**config.mk**
```make
export PLATFORM = sky130hd
export DESIGN_NAME = mmio_bridge
export DESIGN_NICKNAME = d
export VERILOG_FILES = /design/src/rtl/soc_pkg.sv /design/src/rtl/byte_lane_swap.sv /design/src/rtl/mmio_bridge.sv
export SDC_FILE = /design/constraint.sdc
export NUM_CORES = 1
export LEC_CHECK = 0
export ABC_AREA = 1
export CAP_MARGIN = 10
export CORE_UTILIZATION = 43
export CTS_BUF_LIST = sky130_fd_sc_hd__clkbuf_16
export CTS_CLUSTER_SIZE = 10
export DETAILED_ROUTE_END_ITERATION = 12
export PLACE_DENSITY_LB_ADDON = 0.15
export SLEW_MARGIN = 40
export SYNTH_ARGS = -nofsm -noshare
export SYNTH_HDL_FRONTEND = slang
export SYNTH_SLANG_ARGS = --single-unit
```
**constraint.sdc**
```tcl
create_clock -name clk -period 3.7 [get_ports clk]
set_input_delay 0.555 -clock clk [delete_from_list [all_inputs] [get_ports clk]]
set_output_delay 0.555 -clock clk [all_outputs]
set_load 0.1 [all_outputs]
```
**src/rtl/soc_pkg.sv**
```systemverilog
// Shared types, IO map constants and endian helpers for the SoC bus blocks.
package soc_pkg;

    typedef enum logic {
        IDLE = 1'b0,
        WAIT = 1'b1
    } state_t;

    localparam int IO_CNT_IDX = 63;

    function automatic logic [31:0] bswap32(input logic [31:0] d);
        return {d[7:0], d[15:8], d[23:16], d[31:24]};
    endfunction

endpackage

```
**src/rtl/byte_lane_swap.sv**
```systemverilog
// Optional byte reversal of a 32-bit word and its matching 4-bit lane mask.
module byte_lane_swap
    import soc_pkg::*;
#(
    parameter bit EN = 1'b1
) (
    input  logic [31:0] data_in,
    input  logic [3:0]  mask_in,
    output logic [31:0] data_out,
    output logic [3:0]  mask_out
);

    assign data_out = EN ? bswap32(data_in) : data_in;
    assign mask_out = EN ? {mask_in[0], mask_in[1], mask_in[2], mask_in[3]} : mask_in;

endmodule

```
**src/rtl/mmio_bridge.sv**
```systemverilog
// CPU data-port bridge: memory/IO decode, latency-timed memory reads,
// GPIO output registers and a free-running cycle counter.
//
// state | meaning
// IDLE  | accepting requests; IO reads answer next cycle
// WAIT  | memory read outstanding, countdown running, cpu_busy high
module mmio_bridge
    import soc_pkg::*;
#(
    parameter int ADDR_W  = 32,
    parameter int MEM_LAT = 1,
    parameter int N_GPIO  = 1,
    parameter int SWAP    = 1,
    parameter int IO_BIT  = 22
) (
    input  logic                clk,
    input  logic                rstn,
    input  logic [ADDR_W-1:0]   cpu_addr,
    input  logic [31:0]         cpu_wdata,
    input  logic [3:0]          cpu_wmask,
    input  logic                cpu_rstrb,
    output logic [31:0]         cpu_rdata,
    output logic                cpu_rvalid,
    output logic                cpu_busy,
    output logic                err,
    output logic [ADDR_W-1:0]   mem_addr,
    output logic [31:0]         mem_wdata,
    output logic [3:0]          mem_wmask,
    output logic                mem_rstrb,
    input  logic [31:0]         mem_rdata,
    output logic [N_GPIO*8-1:0] gpio_o
);

    localparam int LAT_W = (MEM_LAT > 1) ? $clog2(MEM_LAT) : 1;

    state_t              state_q;
    state_t              state_d;
    logic [LAT_W-1:0]    lat_q;
    logic [31:0]         cycle_cnt;
    logic [N_GPIO*8-1:0] gpio_q;
    logic [31:0]         rdata_q;
    logic                rvalid_q;
    logic                err_q;

    logic [31:0]         wr_data_sw;
    logic [3:0]          wr_mask_sw;
    logic [31:0]         rd_data_sw;
    logic [3:0]          unused_rd_mask;
    logic [31:0]         io_rdata;

    logic       is_io;
    logic [5:0] io_idx;
    logic       idle;
    logic       wr_req;
    logic       rd_ok;
    logic       mem_rd;
    logic       io_rd;
    logic       lat_done;

    assign is_io    = cpu_addr[IO_BIT];
    assign io_idx   = cpu_addr[7:2];
    assign idle     = (state_q == IDLE);
    assign wr_req   = |cpu_wmask;
    // A read that coincides with a write is dropped in favour of the write.
    assign rd_ok    = cpu_rstrb & ~wr_req & idle;
    assign mem_rd   = rd_ok & ~is_io;
    assign io_rd    = rd_ok & is_io;
    assign lat_done = (state_q == WAIT) && (lat_q == '0);

    byte_lane_swap #(.EN(SWAP != 0)) u_swap_wr (
        .data_in  (cpu_wdata),
        .mask_in  (cpu_wmask),
        .data_out (wr_data_sw),
        .mask_out (wr_mask_sw)
    );

    byte_lane_swap #(.EN(SWAP != 0)) u_swap_rd (
        .data_in  (mem_rdata),
        .mask_in  (4'b0000),
        .data_out (rd_data_sw),
        .mask_out (unused_rd_mask)
    );

    always_comb begin
        state_d = state_q;
        case (state_q)
            IDLE:    if (mem_rd) state_d = WAIT;
            WAIT:    if (lat_q == '0) state_d = IDLE;
            default: state_d = IDLE;
        endcase
    end

    // Countdown starts at MEM_LAT-1 so WAIT spans exactly MEM_LAT cycles.
    always_ff @(posedge clk or negedge rstn) begin
        if (!rstn) begin
            state_q <= IDLE;
            lat_q   <= '0;
        end else begin
            state_q <= state_d;
            if (mem_rd) begin
                lat_q <= LAT_W'(MEM_LAT - 1);
            end else if ((state_q == WAIT) && (lat_q != '0)) begin
                lat_q <= lat_q - LAT_W'(1);
            end
        end
    end

    always_ff @(posedge clk or negedge rstn) begin
        if (!rstn) begin
            cycle_cnt <= '0;
        end else begin
            cycle_cnt <= cycle_cnt + 32'd1;
        end
    end

    always_ff @(posedge clk or negedge rstn) begin
        if (!rstn) begin
            gpio_q <= '0;
        end else if (idle && is_io && cpu_wmask[0]) begin
            for (int k = 0; k < N_GPIO; k++) begin
                if (io_idx == 6'(k)) begin
                    gpio_q[k*8 +: 8] <= cpu_wdata[7:0];
                end
            end
        end
    end

    always_comb begin
        io_rdata = '0;
        if (io_idx == 6'(IO_CNT_IDX)) begin
            io_rdata = cycle_cnt;
        end else begin
            for (int k = 0; k < N_GPIO; k++) begin
                if (io_idx == 6'(k)) begin
                    io_rdata = {24'd0, gpio_q[k*8 +: 8]};
                end
            end
        end
    end

    always_ff @(posedge clk or negedge rstn) begin
        if (!rstn) begin
            rdata_q  <= '0;
            rvalid_q <= 1'b0;
            err_q    <= 1'b0;
        end else begin
            rvalid_q <= 1'b0;
            if (lat_done) begin
                rvalid_q <= 1'b1;
                rdata_q  <= rd_data_sw;
            end else if (io_rd) begin
                rvalid_q <= 1'b1;
                rdata_q  <= io_rdata;
            end
            if ((cpu_rstrb && wr_req) || (!idle && (cpu_rstrb || wr_req))) begin
                err_q <= 1'b1;
            end
        end
    end

    assign cpu_rdata  = rdata_q;
    assign cpu_rvalid = rvalid_q;
    assign cpu_busy   = (state_q == WAIT);
    assign err        = err_q;
    assign mem_addr   = cpu_addr;
    assign mem_wdata  = wr_data_sw;
    assign mem_wmask  = (idle && !is_io) ? wr_mask_sw : 4'b0000;
    assign mem_rstrb  = mem_rd;
    assign gpio_o     = gpio_q;

endmodule

```
==> impl_results.rst, run 1 <==
.. list-table::
   :header-rows: 1

   * - Metric
     - Value
   * - Ratio of cells with drive above 1 in the final layout
     - around a fifth
   * - RSZ-0062 raised after global routing
     - false
   * - Maximum number of pins on one net before global-route repair
     - 77
   * - M1 GR Usage
     - slightly below 30%
   * - Pwr Total
     - 2680 uW
   * - Grt peak-use layer
     - met2
   * - CTS tree
     - done
   * - Post-Syn Nets
     - 665
   * - Maximum fanout along the worst path
     - 3
   * - Internal cell power
     - between 1500 and 2000 uW
   * - Number of optimization iterations in the first detailed-route pass
     - 4
   * - Worst setup path category
     - input pin to output port
   * - Avg Cell Area, Syn
     - 8.00 um2
   * - Maximum clock frequency
     - 434 MHz
   * - Number of resized instances in the post-cts repair step
     - 0
   * - Seq/Total Area, Yosys
     - 42.4%
   * - Path class of the lowest-slack min-delay path
     - input pin to asynchronous set/reset pin
   * - Floorplan Core Area
     - 9950 um2
   * - Fraction of met2 tracks used by global routing
     - about a third
   * - Clock Power Share
     - between 30% and 40%
   * - ANT cells
     - 0
   * - Required time of the critical path
     - between 3 and 4 ns
   * - Maximum capacitance violations
     - 0
   * - Buffers plus inverters on the worst setup path
     - 3
   * - Fraction of power consumed by combinational cells
     - about a third
   * - Site Rows
     - 36
   * - Vias/cell
     - 4.93
   * - Growth of design area from synthesis to finish
     - 17.8%
   * - Final Hold Viols
     - 0
   * - Cell types with the largest area share after synthesis
     - sky130_fd_sc_hd__dfrtp_1 (42%), sky130_fd_sc_hd__nand2_1 (14%), sky130_fd_sc_hd__buf_4 (11%)
   * - Sum of overflow across all layers after global routing
     - 0
   * - Met3 Resource Use GR
     - roughly 3.3%
   * - Number of global-route vias before repair
     - between 3k and 4k
   * - GRT Resource Usage Total
     - slightly above 20%
   * - Worst voltage drop across the vdd grid
     - approximately 0.23 mV
   * - Worst endpoint data arrival time
     - 1.75 ns
   * - Lkg Pwr
     - 0.00261 uW
   * - Synthesized cell area
     - roughly 4500 um2
   * - Distinct cell type count of the synthesized netlist
     - 28
   * - Clock Skew
     - approximately 0.0067 ns
   * - Family of cells with the greatest summed delay on the critical path
     - buffers and inverters
   * - CTS Root Cell
     - sky130_fd_sc_hd__clkbuf_16
   * - Ys Warns
     - 0
   * - RePlAce Congestion
     - roughly 0.85
   * - Cell type contributing the most total cell area after synthesis
     - sky130_fd_sc_hd__dfrtp_1
   * - Number of sinks driven by the clock tree
     - 76
   * - Buffer count from post-CTS setup fixing
     - 0
   * - Aggregate negative setup slack
     - 0 ns
   * - Start point of the critical path
     - cpu_wmask[0]
   * - Clock transition at the registers of the reported paths
     - 0.06 ns
   * - Register bit count reported by yosys
     - 76
   * - Pins over their slew limit
     - 0
   * - Die Width
     - ~100 um
   * - Clock period minus final worst setup slack
     - 2.31 ns
   * - Slew at the pin closest to its max-slew limit
     - just over 0.7 ns
   * - Cell mode on critical path
     - sky130_fd_sc_hd__nand2_1
   * - Outcome
     - finished, final reports clean
   * - Cell type of the slowest stage on the worst timing path
     - sky130_fd_sc_hd__clkdlybuf4s50_1
   * - Power per cell area
     - 508 nW/um2
   * - Number of buffers added by the clock tree synthesis step
     - 9
   * - Detail-routed net length per standard cell
     - around 14 um
   * - Final HPWL DP
     - slightly above 8000 um
   * - Initial drt markers
     - 187
   * - Die area
     - 10800 um2
   * - Number of hold buffers added after cts
     - 0
   * - Net switching power
     - ~1100 uW
   * - Number of antenna violations at the first check in global routing
     - 0
   * - Final worst path period share
     - about 62%
   * - Fraction of power consumed by sequential logic
     - between 30% and 40%
   * - Switching share of power
     - about two fifths
   * - Number of buffers on the longest clock path
     - 2
   * - Max H-tree Level
     - 3
   * - Detailed-route via count
     - roughly 3.7k
   * - Delay of the slowest critical-path stage
     - 0.44 ns
   * - Final setup violating endpoints
     - 0
   * - Startpoint kind of the worst setup timing path
     - input pin
   * - Critical Path, Cell by Cell
     - clkdlybuf4s50_1 > nor2_1 > nand2_1 > nor2_2 > nand2_1 > inv_1 > buf_4
   * - Final routed DRC violation total
     - 0
   * - Antenna viol nets, final
     - 0
   * - Fraction of post-synthesis cell area in the top cell type by area
     - a little over two fifths
   * - Routed wire length
     - around 11000 um
   * - Initial core utilization
     - a little under half
   * - Normalized max-slew margin
     - approximately 52%
   * - Cells after synthesis
     - about 560
   * - Number of nets in the layout
     - 717
   * - Type of element capturing the critical path
     - output port
   * - Y dimension of the die
     - 104 um
   * - Number of input and output port buffers inserted
     - 116
   * - Beginning of the worst register-to-register path
     - cpu_busy$_DFF_PN0_
   * - Skew-Pair Late Insertion Delay
     - ~0.33 ns
   * - I/O Pins
     - 215
   * - Global-route wire length before repair
     - ~18000 um
## cell usage in the layout, fill, tap and decap left out, drive strengths merged
cell and instances:
a21oi 1, buf 65, bufinv 1, clkbuf 9
clkdlybuf4s50 52, clkinv 4, clkinvlp 2, dfrtp 76
ha 1, inv 21, nand2 181, nand3 85
nand3b 13, nand4 9, nor2 65, o21ai 9
or2 8, xnor2 5, xor2 10
## layer usage
metal	vias up	part of all wire (%)
met2	100	45
met1	1711	48
met4	0	1.5
met3	29	5.5
li1	1855	-
met5	-	0
## Yosys cell counts
| master | number |
|---|---|
| sky130_fd_sc_hd__clkinv_1 | 1 |
| sky130_fd_sc_hd__a21oi_1 | 1 |
| sky130_fd_sc_hd__nand4_1 | 9 |
| sky130_fd_sc_hd__nand3_1 | 74 |
| sky130_fd_sc_hd__nor2_2 | 12 |
| sky130_fd_sc_hd__or2_0 | 6 |
| sky130_fd_sc_hd__ha_1 | 1 |
| sky130_fd_sc_hd__xor2_1 | 10 |
| sky130_fd_sc_hd__nand2_1 | 164 |
| sky130_fd_sc_hd__o21ai_0 | 9 |
| sky130_fd_sc_hd__buf_4 | 64 |
| sky130_fd_sc_hd__clkbuf_1 | 1 |
| sky130_fd_sc_hd__buf_2 | 9 |
| sky130_fd_sc_hd__nor2_8 | 2 |
| sky130_fd_sc_hd__nand2_2 | 15 |
| sky130_fd_sc_hd__buf_8 | 1 |
| sky130_fd_sc_hd__nor2_4 | 3 |
| sky130_fd_sc_hd__inv_2 | 3 |
| sky130_fd_sc_hd__or2_2 | 2 |
| sky130_fd_sc_hd__nand3_4 | 1 |
| sky130_fd_sc_hd__nand3_2 | 10 |
| sky130_fd_sc_hd__nor2_1 | 48 |
| sky130_fd_sc_hd__nand3b_1 | 13 |
| sky130_fd_sc_hd__xnor2_1 | 5 |
| sky130_fd_sc_hd__nand2_4 | 2 |
| sky130_fd_sc_hd__dfrtp_1 | 76 |
| sky130_fd_sc_hd__buf_6 | 1 |
| sky130_fd_sc_hd__inv_1 | 18 |
## stage by stage
step,worst slack [ns],std cells,util (%),hold slack (ns),cell area (um2)
2_1_floorplan,0.764,561,-,0.259,4490
3_3_place_gp,1.40,735,52.4,0.460,5210
3_5_place_dp,1.37,735,50.3,0.467,5000
4_1_cts,1.38,750,53.1,0.281,5280
5_1_grt,1.32,750,53.1,0.312,5290
6_report,1.39,750,53.1,0.226,5290
## power groups by stage
stage / clock [uW] / combinational (uW) / sequential [uW]
2_1_floorplan: 0 / 438 / 1490
3_3_place_gp: 0 / 966 / 961
3_5_place_dp: 0 / 905 / 959
4_1_cts: 860 / 906 / 944
5_1_grt: 891 / 933 / 952
6_report: 841 / 900 / 943
## area by class of cell
| type | instances | area, um2 |
|---|---|---|
| fill | 970 | 4670 |
| clock buffer | 9 | 225 |
| clock inverter | 6 | 56.3 |
| multi-input combinational | 387 | 1950 |
| timing repair buffer | 117 | 905 |
| tap | 133 | 166 |
| inverter | 22 | 82.6 |
| sequential | 76 | 1900 |
## flip-flops by register name, indices dropped and copies added (netlist names)
register / cells
cpu_rdata: 32
cycle_cnt: 32
err: 1
cpu_busy: 1
lat_q: 1
gpio_o: 8
cpu_rvalid: 1
## final timing paths
check | slack, ns | endpoint | depth (start not counted)
min reg2reg | 0.48 | err$_DFFE_PN0P_ | 2
max in group asynchronous | 2.94 | cycle_cnt[27]$_DFF_PN0_ | 1
max reg2reg | 1.90 | cpu_rdata[17]$_DFFE_PN0P_ | 4
max | 1.39 | mem_rstrb | 7
min in group clk | 0.48 | err$_DFFE_PN0P_ | 2
min | 0.23 | gpio_o[4]$_DFFE_PN0P_ | 1
## cells by family (layout without fill, tap and decap cells)
kind of cell	count (synthesis)	after routing	share of synthesized area, %
compound gates	10	10	1.12
xor+xnor	15	15	2.93
fa+ha+maj	1	1	0.279
buf+inv	98	154	14.2
flops	76	76	42.4
simple gates	361	361	39.1
Power figures use the tool's default switching activity.
==> run 2: changes to the inputs <==
--- a/config.mk
+++ b/config.mk
@@ -7,7 +7,7 @@
 export LEC_CHECK = 0
 export ABC_AREA = 1
 export CAP_MARGIN = 10
-export CORE_UTILIZATION = 43
+export CORE_UTILIZATION = 42
 export CTS_BUF_LIST = sky130_fd_sc_hd__clkbuf_16
 export CTS_CLUSTER_SIZE = 10
 export DETAILED_ROUTE_END_ITERATION = 12
==> constraint.sdc (replaced) <==
create_clock -name clk -period 2.38 [get_ports clk]
set_input_delay 0.357 -clock clk [delete_from_list [all_inputs] [get_ports clk]]
set_output_delay 0.357 -clock clk [all_outputs]
set_load 0.1 [all_outputs]
==> run 2 against run 1 <==
  * Total power increased by 60%
  * Combinational power increased by 68%
  * Critical path depth unchanged
  * Utilization increased by 1.5 points
  * Largest cell class unchanged
  * Global-route usage decreased by 0.057 points
  * Cell count increased by 1.2%
  * Die area increased by 2.3%
==> impl_results.rst, run 2 (synthesis gave the netlist of run 1 again) <==
.. list-table::
   :header-rows: 1

   * - Metric
     - Value
   * - Slew at the pin closest to its max-slew limit
     - roughly 0.7 ns
   * - Antenna viol nets, final
     - 0
   * - Initial core utilization
     - between 40% and 50%
   * - Worst endpoint data arrival time
     - ~1.5 ns
   * - Clock Skew
     - between 0.007 and 0.008 ns
   * - Final cell utilization of the core
     - between 50 and 60%
   * - Number of global-route vias before repair
     - 3627
   * - Clock Power Share
     - a little over 30%
   * - Number of antenna violations at the first check in global routing
     - 0
   * - GRT Resource Usage Total
     - roughly a fifth
   * - I/O Pins
     - between 200 and 250
   * - Net switching power
     - roughly 1700 uW
   * - Pre-CTS setup slack
     - a little under 0.4 ns
   * - Number of buffers on the longest clock path
     - 2
   * - Switching share of power
     - between 40% and 50%
   * - Number of buffers added by the clock tree synthesis step
     - 9
   * - Type of element capturing the critical path
     - output port
   * - Clock period minus final worst setup slack
     - 1.87 ns
   * - Internal cell power
     - 2550 uW
   * - Total of fill cells in the finished design
     - ~970
   * - Final setup violating endpoints
     - 0
   * - CTS Root Cell
     - sky130_fd_sc_hd__clkbuf_16
   * - Number of input and output port buffers inserted
     - around 120
   * - Global-route wire length before repair
     - approximately 18000 um
   * - Lkg Pwr
     - ~0.0027 uW
   * - Final worst path period share
     - between 70% and 80%
   * - Routed wire length
     - around 11000 um
   * - CTS tree
     - done
   * - Clock transition at the registers of the reported paths
     - approximately 0.060 ns
   * - Final HPWL DP
     - about 8600 um
   * - Floorplan Core Area
     - 10300 um2
   * - Placed Area
     - 5340 um2
   * - Highest-count cells in the layout ignoring fill and taps
     - sky130_fd_sc_hd__nand2_1 (164), sky130_fd_sc_hd__dfrtp_1 (76), sky130_fd_sc_hd__nand3_1 (74)
   * - Required time of the critical path
     - 2.02 ns
   * - Maximum number of pins on one net before global-route repair
     - 34
   * - Sum of overflow across all layers after global routing
     - 0
   * - Maximum fanout along the worst path
     - 3
   * - Number of resized instances in the post-cts repair step
     - 0
   * - Detailed-route via count
     - around 3.8k
   * - Final Worst Setup Slack
     - slightly above 0.5 ns
   * - Number of sinks driven by the clock tree
     - 76
   * - Skew-Pair Late Insertion Delay
     - about 0.33 ns
   * - Ratio of cells with drive above 1 in the final layout
     - between 20% and 30%
   * - Max H-tree Level
     - 3
   * - Number of optimization iterations in the first detailed-route pass
     - 5
   * - Pins over their slew limit
     - 0
   * - Y dimension of the die
     - around 110 um
   * - Vias/cell
     - around 5.0
   * - Normalized max-slew margin
     - a little over half
   * - Path class of the lowest-slack min-delay path
     - flip-flop to flip-flop
   * - RSZ-0062 raised after global routing
     - false
   * - Non-Filler Cell Area, Final
     - 5630 um2
   * - Die area
     - about 11000 um2
   * - Worst setup path category
     - input pin to output port
   * - ANT cells
     - 0
   * - Power per cell area
     - 763 nW/um2
   * - Number of nets in the layout
     - 722
   * - Detail-routed net length per standard cell
     - about 15 um
   * - Growth of design area from synthesis to finish
     - 25.6%
   * - Maximum capacitance violations
     - 0
   * - Initial drt markers
     - between 200 and 250
   * - RePlAce Congestion
     - between 0.8 and 0.9
   * - Fraction of power consumed by sequential logic
     - about 34%
   * - Final routed DRC violation total
     - 0
   * - Final Hold Viols
     - 0
   * - Maximum clock frequency
     - roughly 530 MHz
   * - Die Width
     - around 110 um
   * - Startpoint kind of the worst setup timing path
     - input pin
   * - Worst voltage drop across the vdd grid
     - around 0.38 mV
   * - Site Rows
     - 37
   * - Outcome
     - finished, final reports clean
   * - Fraction of power consumed by combinational cells
     - 35.1%
   * - Most common cell after layout, fill and taps aside
     - sky130_fd_sc_hd__nand2_1
==> run 2: changes by cell type in the layout (fill, tap and decap cells not counted), sizes merged <==
cell | previous run | this run
buf | 65 | 69
clkinv | 4 | 5
clkinvlp | 2 | 1
inv | 21 | 22
dlygate4sd3 | 0 | 1
==> run 2: metal layers <==
metal	vias up	GRT usage, %	wire length, um
met3	32	4.39	649
met4	0	8.85	224
met5	-	0	0
met1	1759	27.8	5080
li1	1865	-	-
met2	120	31.8	5110
==> run 2: area by class of cell <==
cell class	count	area (um2)	area share [%]
tap	136	170	3.02
inverter	22	82.6	1.47
multi-input combinational	387	1950	34.6
clock inverter	7	58.8	1.04
sequential	76	1900	33.8
timing repair buffer	122	1250	22.2
clock buffer	9	225	4.00
==> run 2: what timing repair did <==
action / 4_1_cts / 5_1_grt
buffers inserted: 0 / 0
endpoints found under the hold margin: 31 / 0
hold buffers: 1 / 0
==> run 2: power by group through the flow <==
stage | sequential (uW) | combinational, uW | clock [uW]
2_1_floorplan | 2310 | 681 | 0
3_3_place_gp | 1500 | 1510 | 0
3_5_place_dp | 1500 | 1520 | 0
4_1_cts | 1470 | 1520 | 1340
5_1_grt | 1490 | 1560 | 1390
6_report | 1470 | 1510 | 1310
==> run 2: path summary, 6_finish.rpt <==
check	start	endpoint	slack [ns]	cells past startpoint
max	cpu_wmask[0]	mem_rstrb	0.51	7
min	err$_DFFE_PN0P_	err$_DFFE_PN0P_	0.47	2
max reg2reg	cycle_cnt[0]$_DFF_PN0_	cycle_cnt[30]$_DFF_PN0_	0.82	8
min reg2reg	err$_DFFE_PN0P_	err$_DFFE_PN0P_	0.47	2
max in group asynchronous	rstn	cycle_cnt[7]$_DFF_PN0_	1.19	3
min in group asynchronous	rstn	cycle_cnt[31]$_DFF_PN0_	0.50	2
==> run 2: per-stage QoR <==
step	setup TNS, ns	hold slack, ns	cells	total power (uW)
6_report	0	0.470	759	4300
5_1_grt	0	0.527	759	4440
4_1_cts	0	0.472	759	4330
3_5_place_dp	0	0.322	742	3010
3_3_place_gp	0	0.325	742	3000
2_1_floorplan	-1.43	0.0614	561	2990
==> run 2: worst max-delay path, stage by stage <==
cell and delay, ns:
sky130_fd_sc_hd__clkdlybuf4s50_1 0.45, sky130_fd_sc_hd__nor2_1 0.11, sky130_fd_sc_hd__nand2_1 0.08, sky130_fd_sc_hd__nor2_2 0.14, sky130_fd_sc_hd__nand2_1 0.10, sky130_fd_sc_hd__inv_1 0.10, sky130_fd_sc_hd__buf_12 0.18
